$ cat src/rtl/dcache_refill.sv
// Dcache miss-side writer: fetches one line from memory into the data RAM, then installs
// {valid, tag} in the tag RAM. Also performs single-cycle line invalidates.
module dcache_refill #(
  parameter int LINE_WORDS = 8,
  parameter int TAG_W      = 20,
  parameter int IDX_W      = 7,
  localparam int CNT_W     = $clog2(LINE_WORDS)
) (
  input  logic             clk,
  input  logic             resetn,
  input  logic             tag_work,
  input  logic             miss_valid,
  input  logic [31:0]      miss_addr,
  output logic             miss_ready,
  input  logic             inv_valid,
  input  logic [31:0]      inv_addr,
  output logic             inv_ready,
  output logic             rd_req,
  output logic [31:0]      rd_addr,
  input  logic             rd_rdy,
  input  logic             ret_valid,
  input  logic             ret_last,
  input  logic [31:0]      ret_data,
  output logic             data_wen,
  output logic [IDX_W-1:0] data_index,
  output logic [CNT_W-1:0] data_word,
  output logic [31:0]      data_wdata,
  output logic             tag_wen,
  output logic [31:0]      tag_addr,
  output logic [TAG_W:0]   tag_wdata,
  output logic             refill_done,
  output logic             err
);

  typedef enum logic [2:0] {
    S_IDLE = 3'd0,
    S_REQ  = 3'd1,
    S_RECV = 3'd2,
    S_TAG  = 3'd3,
    S_DONE = 3'd4
  } state_t;

  state_t           r_state;
  logic [CNT_W-1:0] r_cnt;
  logic [31:0]      r_addr;
  logic             r_err;

  logic w_idle_ok;
  logic w_inv_acc;
  logic w_miss_acc;
  logic w_recv_wr;
  logic w_last_word;

  // resetn gates the handshakes so nothing is accepted while reset is asserted
  assign w_idle_ok   = resetn && (r_state == S_IDLE) && tag_work;
  assign w_inv_acc   = w_idle_ok && inv_valid;
  assign w_miss_acc  = w_idle_ok && !inv_valid && miss_valid;
  assign w_recv_wr   = resetn && (r_state == S_RECV) && ret_valid;
  assign w_last_word = (r_cnt == CNT_W'(LINE_WORDS - 1));

  // Refill sequencer, word counter, latched miss address and sticky error
  always_ff @(posedge clk or negedge resetn) begin
    if (!resetn) begin
      r_state <= S_IDLE;
      r_cnt   <= '0;
      r_addr  <= 32'h0;
      r_err   <= 1'b0;
    end else begin
      case (r_state)
        S_IDLE: begin
          if (w_miss_acc) begin
            r_addr  <= miss_addr;
            r_state <= S_REQ;
          end
        end
        S_REQ: begin
          if (rd_rdy) begin
            r_cnt   <= '0;
            r_state <= S_RECV;
          end
        end
        S_RECV: begin
          if (ret_valid) begin
            r_cnt <= r_cnt + 1'b1;
            // ret_last must coincide exactly with the final counted word
            if (ret_last != w_last_word) begin
              r_err <= 1'b1;
            end
            if (w_last_word) begin
              r_state <= S_TAG;
            end
          end
        end
        S_TAG:   r_state <= S_DONE;
        S_DONE:  r_state <= S_IDLE;
        default: r_state <= S_IDLE;
      endcase
    end
  end

  // Output decode; tag and data strobes come from disjoint states
  always_comb begin
    miss_ready  = w_miss_acc;
    inv_ready   = w_inv_acc;
    rd_req      = (r_state == S_REQ);
    rd_addr     = 32'h0;
    data_wen    = w_recv_wr;
    data_index  = r_addr[5 +: IDX_W];
    data_word   = r_cnt;
    data_wdata  = 32'h0;
    tag_wen     = 1'b0;
    tag_addr    = 32'h0;
    tag_wdata   = '0;
    refill_done = (r_state == S_DONE);
    err         = r_err;
    if (r_state == S_REQ) begin
      rd_addr = {r_addr[31:5], 5'b0};
    end else begin
      rd_addr = 32'h0;
    end
    if (w_recv_wr) begin
      data_wdata = ret_data;
    end else begin
      data_wdata = 32'h0;
    end
    if (w_inv_acc) begin
      tag_wen  = 1'b1;
      tag_addr = inv_addr;
    end else if (r_state == S_TAG) begin
      tag_wen   = 1'b1;
      tag_addr  = r_addr;
      tag_wdata = {1'b1, r_addr[31 -: TAG_W]};
    end else begin
      tag_wen = 1'b0;
    end
  end

endmodule
$ cat config.mk
export PLATFORM = sky130hd
export DESIGN_NAME = dcache_refill
export DESIGN_NICKNAME = d
export VERILOG_FILES = /design/src/rtl/dcache_refill.sv
export SDC_FILE = /design/constraint.sdc
export NUM_CORES = 1
export LEC_CHECK = 0
export CORE_MARGIN = 10
export CORE_UTILIZATION = 32
export CTS_CLUSTER_SIZE = 24
export DETAILED_ROUTE_END_ITERATION = 8
export GPL_TIMING_DRIVEN = 0
export PLACE_DENSITY = 0.88
export SYNTH_ARGS = -nofsm -noshare
export SYNTH_HDL_FRONTEND = slang
export SYNTH_SLANG_ARGS = --single-unit
$ cat constraint.sdc
create_clock -name clk -period 1.8 [get_ports clk]
set_clock_uncertainty 0.05 [all_clocks]
set_input_delay 0.36 -clock clk [delete_from_list [all_inputs] [get_ports clk]]
set_output_delay 0.36 -clock clk [all_outputs]
set_load 0.005 [all_outputs]
**Word level (Yosys, flattened, before mapping)**

Index checks and enable logic that the tools add are counted.

- Memories: 0
- Memory bits (read-only): 0
- Latch bits: 0
- Logic and storage cells: 45
- Input bits: 104
- Register bits after elaboration: 39
- Output and inout bits: 134
- Bits in writable memories: 0

- Bitwise operators: 0
- Multipliers: 0
- Div/mod/pow operators: 0
- Mux-type cells: 16
- Magnitude comparators: 0
- Reductions and logical operators: 14
- Add/sub/neg operators: 1
- Shift operators: 0
- Eq/ne operators: 10

Operators with widths:

| cell | count |
|---|---|
| 32-bit two-way mux | 4 |
| 21-bit two-way mux | 2 |
| 3-bit two-way mux | 6 |
| 3-bit one-hot mux with 4 select lines | 1 |
| 1-bit logical AND | 7 |
| 3-bit by 2-bit equality test with 1-bit output, second input constant | 2 |
| 3-bit equality test, second input constant | 2 |
| 2-bit inequality test, second input constant | 3 |
| 3-bit one-hot mux with 2 select lines | 1 |
| 3-bit AND reduction | 2 |
| 4-bit AND reduction | 1 |
| 3-bit by 1-bit adder with 3-bit output, second input constant | 1 |
| 3-bit by 1-bit equality test with 1-bit output, second input constant | 1 |
| 3-bit logical NOT | 1 |
| 1-bit two-way mux | 2 |
| 2-bit by 1-bit inequality test with 1-bit output, second input constant | 1 |
| 2-bit AND reduction | 1 |
| 2-bit nonzero test | 1 |
| 1-bit logical NOT | 1 |
| 1-bit inequality test | 1 |

**Depth between registers and ports, before layout**

- Depth after elaboration: 7
- Mapped depth: 6
- Mapped depth without buffers: 5

**Worst setup path after synthesis**

Ideal clock, no wire load.

- Path type: register to output
- Start: register r_state[1]
- End: output port tag_addr[10]
- Buffers on the path: 3
- Setup slack: 0.178 ns
- Required time: 1.390 ns
- Cell stages (with the launch flop): 7
- Arrival: 1.212 ns
- Path through: dfrtp_1 -> buf_6 -> nor2_2 -> and4_1 -> buf_2 -> buf_2 -> a22o_1

- Word-level cells in the longest chain between the ends: 5
- Elaborated cells on any way between the ends: 7
- Those cells by class: eq/ne: 1; mux: 2; reduce/logical: 4

RTL lines:

| item | line | RTL |
|---|---|---|
| start, declared | 43 | `state_t r_state;` |
| start signal, assigned | 64 | `r_state <= S_IDLE;` |
| start signal, assigned | 73 | `r_state <= S_REQ;` |
| start signal, assigned | 79 | `r_state <= S_RECV;` |
| 3-bit logical NOT | 55 | `assign w_idle_ok = resetn && (r_state == S_IDLE) && tag_work;` |
| 1-bit logical AND (2 in a row) | 55 |  |
| 1-bit logical AND | 56 | `assign w_inv_acc = w_idle_ok && inv_valid;` |
| 32-bit two-way mux * | 126 | `if (w_inv_acc) begin` |
| end, declared | 29 | `output logic [31:0] tag_addr,` |

Mark *: on every way between the ends. The rest lies on a longest branch, timed or not.

**Worst setup path in the final report**

- Start: register r_state[0]
- End: output port tag_addr[26]

The elaborated chain is that of the path after synthesis.

==> flow_summary.ini <==
[outcome]
run_status = finished with violations
violations = negative setup slack

[sta]
rsz0062_at_grt = yes
post-route-period-util_pct = 120
worst_slack_ns = -0.365
report.final.slew_viol_count = 0
fin_tns_setup_ns = -27.12
min_period_ns = 2.17
setup_viol = 113
final_hold_viol_count = 0
fmax_mhz = 462

[global_routing]
grt_pass1_wl_um = 19900
grt_max_degree = 40
antenna_found_initial = 0
grt_pass1_vias = 3145
grt_use_total_pct = 20.1
grt_overflow_total = 0

[clock_network]
clk_latency_ns = 0.29
cts.sinks = 39
clk_pin_slew_ns = 0.08
cts_htree_levels = 2
root_buffer = clkbuf_8
numCtsBuffers = 5
clock_path_buffers = 2
cts_tree = yes

[logic_synthesis]
ys_top_cells_by_area = dfrtp_1 (37%), and2_1 (19%), mux2_4 (16%)
synth_top_area_share_pct = 36.6
synth_cells = 243
yosys.area_share.simple_pct = 22.6
yosysWarnings = 0
netlist_area_sq_um = 2670
synthAdderAreaFrac_pct = 0.939
synth_top_area_cell = dfrtp_1
synth_top_family_by_area = simple AND/OR/NAND/NOR gates
yosysMostFrequentCell = and2_1
yosysSeqAreaShare_pct = 36.6
synth.distinct_cells = 33
avgSynthCellArea_sq_um = 11.0
synth_xor_area_share_pct = 0.329
synth_edf_count = 0
synth.ff_latch_count = 39
synth_mux_area_share_pct = 17.9
synth_commonest_cells = and2_1 (79), dfrtp_1 (39), mux2_4 (28)
synth_compound_area_share_pct = 11.9
synth_top_flop_cell = dfrtp_1
async_flop_share_pct = 100

[detailed_routing]
wl_per_cell_um = 21.6
drt_pre_antenna_iters = 4
drc = 0
dr_wl_met2_um = 7840
highest_layer = met4
drt_iter0_markers = 150
via_count = 3012
wl_met3_um = 747
routed_wl_um = 13900
via_per_inst = 4.68
postRouteAntennaNets = 0
wl_met1_um = 5010

[floorplanning]
die_h_um = 111
ioPinCount = 238
rows = 33
die_x_um = 111
start_util_pct = 32.6
die_area_sq_um = 12400
core_sq_um = 8180

[flow_run]
maxCapViolations = 0

[finish]
diodes = 0
area_growth_pct = 124
drive_gt1_share_pct = 59.5
fin_nets = 643

[power_and_ir_drop]
p_sw_share_pct = 32.3
power.clock.fraction_pct = 10.0
p_comb_share_pct = 62.5
ir_worst_vdd_v = 0.000675
power.internal_w = 0.00409
p_sw_w = 0.00195
finalPower_w = 0.00603
p_leak_nw = 3.10
seqPwrFrac_pct = 27.5
power_density_nw_per_um2 = 1010

[critical_path]
end_kind = primary output
critPathLaunchType = register
required_ns = 1.39
crit_arrival_ns = 1.76
critPathKind = register to primary output
worstPathMaxFanout = 7
worst_r2r_path_depth = 6

[place]
portBuffers = 232
gp_congestion = 0.851
hpwl_um = 9690

[hold_path]
holdCritPathClass = register to register
hold_depth = 1
-- through the flow --
stage,setup WS (ns),utilization [%],hold WS [ns],cells,instance area (sq um)
5_1_grt,-0.449,72.9,0.440,643,5960
3_3_place_gp,-2.42,62.8,0.396,584,5130
6_report,-0.365,72.9,0.437,643,5960
2_1_floorplan,0.178,-,0.0144,247,2680
3_5_place_dp,-1.45,62.7,0.409,584,5130
4_1_cts,-0.413,68.9,0.430,630,5630
-- path summary, 6_finish.rpt --
kind                            start      endpoint  slack, ns
hold / removal                    err           err       0.44
min in group asynchronous      resetn    r_addr[23]       0.58
setup reg to reg           r_state[1]    r_addr[21]       0.12
hold reg to reg                   err           err       0.44
max in group asynchronous      resetn  data_word[0]       0.92
setup / recovery           r_state[0]  tag_addr[26]      -0.37
-- logic make-up after synthesis --
logic type	after synthesis
simple gates	93
compound gates	40
flops	39
buf+inv	34
mux	33
fa+ha+maj	2
other cells	1
xor+xnor	1
-- layer usage --
metal / vias to the layer above / GRT usage, %
met4: 0 / 5.66
met2: 117 / 38.2
li1: 1399 / -
met5: - / 0
met1: 1478 / 20.9
met3: 18 / 5.14
-- power groups by stage --
| stage | clock network [W] | logic [W] | registers, W |
|---|---|---|---|
| 6_report | 0.000604 | 0.00377 | 0.00166 |
| 5_1_grt | 0.000635 | 0.00399 | 0.00171 |
| 4_1_cts | 0.000614 | 0.00329 | 0.00162 |
| 3_5_place_dp | 0 | 0.00291 | 0.00161 |
| 3_3_place_gp | 0 | 0.00285 | 0.00158 |
| 2_1_floorplan | 0 | 0.00137 | 0.00149 |
-- final cells by class --
cell class | instances | area [sq um]
Buffer | 30 | 363
Clock buffer | 6 | 72.6
Clock inverter | 2 | 12.5
Fill cell | 547 | 2210
Inverter | 2 | 15.0
Multi-Input combinational cell | 174 | 1650
Sequential cell | 39 | 976
Tap cell | 105 | 131
Timing Repair Buffer | 285 | 2740
-- worst max-delay path, stage by stage, from the launching register on --
cell and delay, ns:
dfrtp_1 0.43, and3b_1 0.19, buf_6 0.14, buf_8 0.13, buf_6 0.12, and2_4 0.16, a21o_1 0.15, buf_2 0.13
-- layout by cell type, fill, tap and decap left out, types with 2 or more instances in the layout --
master,Yosys,layout
buf_6,2,112
clkdlybuf4s50_1,0,110
and2_4,0,68
buf_2,9,46
dfrtp_1,39,39
mux2_4,28,28
buf_4,13,27
a21o_1,21,21
a22o_1,14,14
and2_1,79,11
buf_8,0,9
clkbuf_8,0,6
buf_12,3,5
mux2_2,5,5
conb_1,1,5
dlygate4sd2_1,0,3
and3_4,0,2
and3b_1,2,2
ha_1,2,2
-- sequential cells by signal (all words and copies together) (netlist names) --
signal and count:
r_addr 32, data_word 3, r_state 3, err 1
-- timing repair --
item                                   in CTS  in global routing
setup endpoints to repair                 151                116
cloned                                      7                  0
setup buffers                              30                 22
pin swaps                                  66                  7
hold buffers                                2                  0
endpoints found under the hold margin      39                  0
resized for setup                         639                 78
Note: power is estimated with default switching activity, not from simulation.
